===== config.mk =====
export PLATFORM = sky130hd
export DESIGN_NAME = ddr_rx
export DESIGN_NICKNAME = d
export VERILOG_FILES = /design/src/rtl/ddr_pkg.sv /design/src/rtl/ddr_parity_calc.sv /design/src/rtl/ddr_rx.sv
export SDC_FILE = /design/constraint.sdc
export NUM_CORES = 1
export LEC_CHECK = 0
export BUFFER_PORTS_ARGS = -buffer_cell sky130_fd_sc_hd__buf_2
export CORE_MARGIN = 2
export CORE_UTILIZATION = 55
export CTS_CLUSTER_SIZE = 28
export DETAILED_ROUTE_END_ITERATION = 10
export PLACE_DENSITY = 0.82
export SYNTH_ARGS = -nofsm -noshare
export SYNTH_HDL_FRONTEND = slang
export SYNTH_SLANG_ARGS = --single-unit
export TNS_END_PERCENT = 30

===== constraint.sdc =====
create_clock -name i_sys_clk -period 4 [get_ports i_sys_clk]
set_input_delay 0.8 -clock i_sys_clk [delete_from_list [all_inputs] [get_ports i_sys_clk]]
set_output_delay 0.8 -clock i_sys_clk [all_outputs]
set_load 0.005 [all_outputs]

===== src/rtl/ddr_pkg.sv =====
// ---------------------------------------------------------------------------
// ddr_pkg
//
// Shared definitions for the DDR receive/transmit datapath:
//   - receive mode codes driven by the DDR/CCC controller
//   - number of SDA bits carried by each field
//   - the fixed token pattern
//   - the receiver FSM state type
//   - helpers mapping a mode code to its validity and its bit count
// ---------------------------------------------------------------------------
package ddr_pkg;

    // Receive mode codes
    localparam logic [3:0] RX_MODE_PREAMBLE = 4'b0001;
    localparam logic [3:0] RX_MODE_BYTE     = 4'b0100;
    localparam logic [3:0] RX_MODE_PARITY   = 4'b0101;
    localparam logic [3:0] RX_MODE_CRC      = 4'b0110;
    localparam logic [3:0] RX_MODE_TOKEN    = 4'b0111;

    // Bits per field
    localparam logic [3:0] PREAMBLE_BITS = 4'd2;
    localparam logic [3:0] BYTE_BITS     = 4'd8;
    localparam logic [3:0] PARITY_BITS   = 4'd2;
    localparam logic [3:0] TOKEN_BITS    = 4'd4;
    localparam logic [3:0] CRC_BITS      = 4'd5;

    // Pattern every token field must carry
    localparam logic [3:0] TOKEN_VALUE = 4'b1100;

    typedef enum logic [1:0] {
        RX_IDLE,
        RX_SAMPLE,
        RX_DONE
    } rx_state_t;

    function automatic logic is_valid_rx_mode(input logic [3:0] mode);
        logic valid;
        valid = 1'b0;
        case (mode)
            RX_MODE_PREAMBLE,
            RX_MODE_BYTE,
            RX_MODE_PARITY,
            RX_MODE_CRC,
            RX_MODE_TOKEN:    valid = 1'b1;
            default:          valid = 1'b0;
        endcase
        return valid;
    endfunction

    function automatic logic [3:0] rx_mode_bits(input logic [3:0] mode);
        logic [3:0] bits;
        bits = 4'd0;
        case (mode)
            RX_MODE_PREAMBLE: bits = PREAMBLE_BITS;
            RX_MODE_BYTE:     bits = BYTE_BITS;
            RX_MODE_PARITY:   bits = PARITY_BITS;
            RX_MODE_CRC:      bits = CRC_BITS;
            RX_MODE_TOKEN:    bits = TOKEN_BITS;
            default:          bits = 4'd0;
        endcase
        return bits;
    endfunction

endpackage


===== src/rtl/ddr_parity_calc.sv =====
// ---------------------------------------------------------------------------
// ddr_parity_calc
//
// Combinational two-bit parity over a 16-bit data word {D1,D2}. Shared by the
// receive and transmit sides so both compute the same parity.
//
// Ports:
//   data_word  in  16  data word, D1 in [15:8], D2 in [7:0]
//   parity     out 2   [1] = XOR of odd bits, [0] = XNOR of even bits
// ---------------------------------------------------------------------------
module ddr_parity_calc (
    input  logic [15:0] data_word,
    output logic [1:0]  parity
);

    // PA0 is inverted so an all-zero word never produces all-zero parity.
    assign parity[1] = ^(data_word & 16'hAAAA);
    assign parity[0] = ~(^(data_word & 16'h5555));

endmodule


===== src/rtl/ddr_rx.sv =====
// ---------------------------------------------------------------------------
// ddr_rx
//
// DDR field receiver. Samples one SDA bit on every SCL edge strobe (rising or
// falling, simultaneous strobes count once), MSB first, for the number of bits
// of the mode latched at field start, then pulses done for one cycle together
// with the field's result (preamble, byte, or parity/token/CRC error).
//
// Configuration:
//   RX_CRC_CHECK_EN  defined   -> CRC field compared with i_crc_crc_value
//                    undefined -> CRC field sampled, never flagged as error
//
// Ports:
//   i_sys_clk                in  1  clock, rising edge
//   i_sys_rst                in  1  synchronous active-high reset
//   i_ddrccc_rx_en           in  1  enable; low aborts a field in progress
//   i_ddrccc_rx_mode         in  4  field type (ddr_pkg RX_MODE_*)
//   i_sclgen_scl_pos_edge    in  1  SCL rising-edge strobe
//   i_sclgen_scl_neg_edge    in  1  SCL falling-edge strobe
//   i_sdahnd_rx_sda          in  1  synchronised SDA
//   i_crc_crc_value          in  5  CRC5 computed over received data
//   o_ddrccc_rx_mode_done    out 1  one-cycle field-complete pulse
//   o_ddrccc_preamble        out 2  last received preamble
//   o_ddrccc_error           out 1  parity/token/CRC error, with done
//   o_regf_rx_parallel_data  out 8  last received byte
//   o_regf_wr_en             out 1  byte valid pulse
//   o_crc_parallel_data      out 8  byte forwarded to CRC engine
//   o_crc_en                 out 1  CRC byte valid pulse
// ---------------------------------------------------------------------------
module ddr_rx
    import ddr_pkg::*;
(
    input  logic       i_sys_clk,
    input  logic       i_sys_rst,
    input  logic       i_ddrccc_rx_en,
    input  logic [3:0] i_ddrccc_rx_mode,
    input  logic       i_sclgen_scl_pos_edge,
    input  logic       i_sclgen_scl_neg_edge,
    input  logic       i_sdahnd_rx_sda,
    input  logic [4:0] i_crc_crc_value,
    output logic       o_ddrccc_rx_mode_done,
    output logic [1:0] o_ddrccc_preamble,
    output logic       o_ddrccc_error,
    output logic [7:0] o_regf_rx_parallel_data,
    output logic       o_regf_wr_en,
    output logic [7:0] o_crc_parallel_data,
    output logic       o_crc_en
);

    rx_state_t  state;
    rx_state_t  state_next;

    logic [3:0] mode_q;
    logic [3:0] bit_cnt;
    logic [7:0] shift_q;
    logic [7:0] shift_next;
    logic [3:0] last_bit;

    logic       scl_edge;
    logic       start_field;
    logic       abort_field;
    logic       sample_bit;
    logic       final_sample;
    logic       field_error;

    // Data word used for the parity check; byte_sel_q = 0 selects D1.
    logic [7:0] d1_q;
    logic [7:0] d2_q;
    logic       byte_sel_q;
    logic [1:0] parity_expected;

    logic       error_q;
    logic       wr_en_q;
    logic       crc_en_q;
    logic [1:0] preamble_q;
    logic [7:0] regf_data_q;
    logic [7:0] crc_data_q;

    assign scl_edge     = i_sclgen_scl_pos_edge | i_sclgen_scl_neg_edge;
    assign shift_next   = {shift_q[6:0], i_sdahnd_rx_sda};
    assign last_bit     = rx_mode_bits(mode_q) - 4'd1;

    assign start_field  = (state == RX_IDLE) && i_ddrccc_rx_en
                          && is_valid_rx_mode(i_ddrccc_rx_mode);
    assign abort_field  = (state != RX_IDLE) && !i_ddrccc_rx_en;
    assign sample_bit   = (state == RX_SAMPLE) && i_ddrccc_rx_en && scl_edge;
    assign final_sample = sample_bit && (bit_cnt == last_bit);

    ddr_parity_calc u_parity_calc (
        .data_word (
            {d1_q, d2_q}
        ),
        .parity    (parity_expected)
    );

    // Field check evaluated on the final bit, using the bit being sampled now,
    // so the error lines up with the cycle the FSM spends in DONE.
`ifdef RX_CRC_CHECK_EN
    always_comb begin
        field_error = 1'b0;
        case (mode_q)
            RX_MODE_PARITY: field_error = (shift_next[1:0] != parity_expected);
            RX_MODE_TOKEN:  field_error = (shift_next[3:0] != TOKEN_VALUE);
            RX_MODE_CRC:    field_error = (shift_next[4:0] != i_crc_crc_value);
            default:        field_error = 1'b0;
        endcase
    end
`else
    logic crc_value_unused;
    assign crc_value_unused = ^i_crc_crc_value;

    always_comb begin
        field_error = 1'b0;
        case (mode_q)
            RX_MODE_PARITY: field_error = (shift_next[1:0] != parity_expected);
            RX_MODE_TOKEN:  field_error = (shift_next[3:0] != TOKEN_VALUE);
            default:        field_error = 1'b0;
        endcase
    end
`endif

    // FSM state register.
    always_ff @(posedge i_sys_clk) begin
        if (i_sys_rst) begin
            state <= RX_IDLE;
        end else begin
            state <= state_next;
        end
    end

    // Next-state logic. Dropping the enable wins over a final bit arriving
    // in the same cycle.
    always_comb begin
        state_next = state;
        case (state)
            RX_IDLE: begin
                if (start_field) begin
                    state_next = RX_SAMPLE;
                end
            end
            RX_SAMPLE: begin
                if (!i_ddrccc_rx_en) begin
                    state_next = RX_IDLE;
                end else if (final_sample) begin
                    state_next = RX_DONE;
                end
            end
            RX_DONE: begin
                state_next = RX_IDLE;
            end
            default: begin
                state_next = RX_IDLE;
            end
        endcase
    end

    // Mode latch, bit counter and shift register. The mode is captured only
    // at field start so controller mode changes mid-field have no effect.
    always_ff @(posedge i_sys_clk) begin
        if (i_sys_rst) begin
            mode_q  <= 4'd0;
            bit_cnt <= 4'd0;
            shift_q <= 8'd0;
        end else if (start_field) begin
            mode_q  <= i_ddrccc_rx_mode;
            bit_cnt <= 4'd0;
            shift_q <= 8'd0;
        end else if (abort_field) begin
            bit_cnt <= 4'd0;
        end else if (sample_bit) begin
            shift_q <= shift_next;
            bit_cnt <= bit_cnt + 4'd1;
        end
    end

    // D1/D2 storage: bytes alternate between D1 and D2; a parity field or an
    // abort returns the select to D1 for the next data word.
    always_ff @(posedge i_sys_clk) begin
        if (i_sys_rst) begin
            d1_q       <= 8'd0;
            d2_q       <= 8'd0;
            byte_sel_q <= 1'b0;
        end else if (abort_field) begin
            byte_sel_q <= 1'b0;
        end else if (final_sample) begin
            if (mode_q == RX_MODE_BYTE) begin
                if (!byte_sel_q) begin
                    d1_q <= shift_next;
                end else begin
                    d2_q <= shift_next;
                end
                byte_sel_q <= ~byte_sel_q;
            end else if (mode_q == RX_MODE_PARITY) begin
                byte_sel_q <= 1'b0;
            end
        end
    end

    // Result registers. Pulses default low every cycle; data and preamble
    // hold until the next completed field of their type.
    always_ff @(posedge i_sys_clk) begin
        if (i_sys_rst) begin
            error_q     <= 1'b0;
            wr_en_q     <= 1'b0;
            crc_en_q    <= 1'b0;
            preamble_q  <= 2'd0;
            regf_data_q <= 8'd0;
            crc_data_q  <= 8'd0;
        end else begin
            error_q  <= 1'b0;
            wr_en_q  <= 1'b0;
            crc_en_q <= 1'b0;
            if (final_sample) begin
                error_q <= field_error;
                if (mode_q == RX_MODE_PREAMBLE) begin
                    preamble_q <= shift_next[1:0];
                end
                if (mode_q == RX_MODE_BYTE) begin
                    regf_data_q <= shift_next;
                    crc_data_q  <= shift_next;
                    wr_en_q     <= 1'b1;
                    crc_en_q    <= 1'b1;
                end
            end
        end
    end

    assign o_ddrccc_rx_mode_done   = (state == RX_DONE);
    assign o_ddrccc_error          = error_q;
    assign o_ddrccc_preamble       = preamble_q;
    assign o_regf_rx_parallel_data = regf_data_q;
    assign o_regf_wr_en            = wr_en_q;
    assign o_crc_parallel_data     = crc_data_q;
    assign o_crc_en                = crc_en_q;

endmodule


==> metrics.csv <==
metric,value,unit
Vias,1578,
Final min period,2.64,ns
area post-placement,2220,µm²
die span in x,66.0,µm
Final Setup Violations,0,
Avg Inst Size Synth,9.29,µm²
Worst VDD drop,0.227,mV
HP Class,reg2reg,
Die Height,66.0,µm
crit-path max FO,8,
cell leakage power,1.11,nW
clk buf depth,2,
Fin. Hold Viols,0,
Initial Util,57.4,%
dpl cells,289,
antenna-violating nets left,0,
"final std cell area, no fill",2330,µm²
GRT Overall Usage,19.3,%
clock-pin slew on the worst setup and hold paths,0.08,ns
P&R area growth vs syn,9.99,%
Slew HR,58.9,%
syn_nets,245,
Worst-Skew Late Latency,0.31,ns
die footprint,4360,µm²
Pins Over Slew Limit,0,
"EDFF count, synth",0,
global-route wire length before repair,6220,µm
fin nets,265,
Core ar.,3690,µm²
count of cells resized by post-cts repair,0,
Vias/cell,5.31,
Synth Area in Adders,1.18,%
Fillers,302,
setup_tns,0,ns
Congestion Overflow GR,0,
synth cell count leaders,"46 x dfxtp_1, 39 x nor2_1, 26 x mux2i_1",
CTS tree,done,
CTS Sinks,46,
drt first pass iters,4,
HP Start,o_ddrccc_preamble[0],
Fmax,0.379,GHz
WS Path Type,reg2reg,
main area contributors after synthesis,"dfxtp_1 43%, mux2i_1 12%, nor2_1 6.9%",
n_diodes,0,
sequential area share after synthesis,43.5,%
status,"complete, no violations",
Main synth FF type,dfxtp_1,
#FFs+latches synth,46,
largest net degree at the start of global routing,36,
most common cell in the synthesized netlist,dfxtp_1,
R2R depth,8,
Layout Cells excl Fill,297,
Clk Tree Root Cell,clkbuf_8,
DRT iter0 DRCs,87,
share of cells above drive strength 1,19.7,%
Pwr Density,363,nW/µm²
hold path depth,2,
CP required,4.17,ns
pre-CTS worst setup slack,1.43,ns
dominant cell type by area after synthesis,dfxtp_1,
Synth Cell Area,2120,µm²
register area,921,µm²
Post-Synth XOR/XNOR Area,9.87,%
drt total wl,3910,µm
DRC,0,
Synth top area share,43.5,%
MaxCap Viol Count,0,
setup bufs post-CTS,0,
WHS Endpoint,o_ddrccc_preamble[0],
row cnt,22,
Post-Syn Instances,228,
terminus of the critical flop-to-flop path,o_crc_parallel_data[4],
I/O pin total,37,
dpl hpwl,2770,µm
Fin Hold WS,0.497,ns
clock skew,0.00578,ns
number of global-route vias before repair,1320,
Critical Path Start Type,flop,
PortBufs,31,
ys async rst share,0,%
Synthesis Warnings,0,
Synth Area in Compound Gates,6.32,%
fin crit share,66.0,%
Final WS setup,1.36,ns
worst r2r src,mode_q[1],
Synth Area in Simple Gates,20.9,%
main combinational cell family by area after synthesis,simple AND/OR/NAND/NOR gates,
post-synth cell types,36,
H-tree Lvls,2,
TritonCTS Buffers,5,
Avg WL per Cell,13.2,µm
mux contribution to synthesized area,12.3,%
data arrival time of the worst path,2.81,ns
cts hold-fix bufs,0,
initial antenna violation count,0,
multi-input logic area,1070,µm²
unrepaired setup endpoints after global routing,false,
Critical Path End Type,flop,
GPL Wtd Cong,0.832,
Tightest Pin Transition,0.617,ns
R2R Setup Slk,1.36,ns
[cells in the final DEF (no fill, tap or decap), types with 3 or more instances in the layout]
cell      count
dfxtp_1      46
nor2_1       39
buf_2        31
mux2i_1      26
nand2_1      23
xnor2_1      16
a21oi_1      11
xor2_1        6
o21ai_0       5
nand4_1       5
clkbuf_8      5
inv_1         3
nand4_2       3
[stage by stage]
step	total power [mW]	utilization [%]
4_1_cts	0.847	63.1
5_1_grt	0.868	63.1
6_report	0.845	63.1
3_5_place_dp	0.512	60.1
3_3_place_gp	0.511	60.1
2_1_floorplan	0.502	-
[worst max-delay path: stages (launching register included)]
cell,delay (ns)
dfxtp_1,0.46
nand3b_2,0.15
or2_2,0.31
ha_1,0.33
xnor2_1,0.14
nor2_2,0.31
nand4_2,0.42
mux2i_1,0.31
nor2_1,0.07
[logic make-up (layout without fill, tap and decap cells)]
family | count (synthesis) | in the layout
simple gates | 88 | 88
flops | 46 | 46
mux | 26 | 26
xor+xnor | 23 | 23
compound gates | 22 | 22
buf+inv | 21 | 42
fa+ha+maj | 2 | 2
[sequential cells by signal, indices dropped and copies added (netlist names)]
name,flops
o_ddrccc_preamble,2
mode_q,4
o_crc_en,1
o_crc_parallel_data,8
shift_q,7
d1_q,8
o_ddrccc_error,1
d2_q,8
bit_cnt,4
byte_sel_q,1
state,2
[cell type report]
type                    count  share of cell area (%)
multi-input cells         161                    46.0
flip-flops and latches     46                    39.5
repair buffers             31                    6.66
clock buffers               6                    3.12
well taps                  48                    2.58
clock inverters             2                    1.61
inverters                   3                   0.484
[power by group]
part           leakage (nW)  switching (mW)  internal, mW
combinational         0.692          0.0249        0.0128
clock                0.0514           0.157         0.186
sequential            0.371         0.00411         0.460
total                  1.11           0.186         0.659
[per-layer routing]
| metal | GRT usage [%] | vias up | routed length (µm) |
|---|---|---|---|
| li1 | - | 790 | - |
| met1 | 23.8 | 743 | 1770 |
| met2 | 31.3 | 38 | 1870 |
| met3 | 4.09 | 7 | 177 |
| met4 | 10.7 | 0 | 93 |
| met5 | 0 | - | 0 |
[worst max-delay path by stage]
stage	cells after the start	startpoint	endpoint	slack (ns)
CTS	8	mode_q[1]	o_crc_parallel_data[4]	1.32
finish	8	mode_q[1]	o_crc_parallel_data[4]	1.36
global route	8	mode_q[1]	o_crc_parallel_data[4]	1.20
detailed placement	7	i_ddrccc_rx_en	o_crc_parallel_data[6]	1.43
global placement	7	i_ddrccc_rx_en	d1_q[6]	1.47
floorplan	9	mode_q[1]	byte_sel_q	1.72
Power figures use the tool's default switching activity.
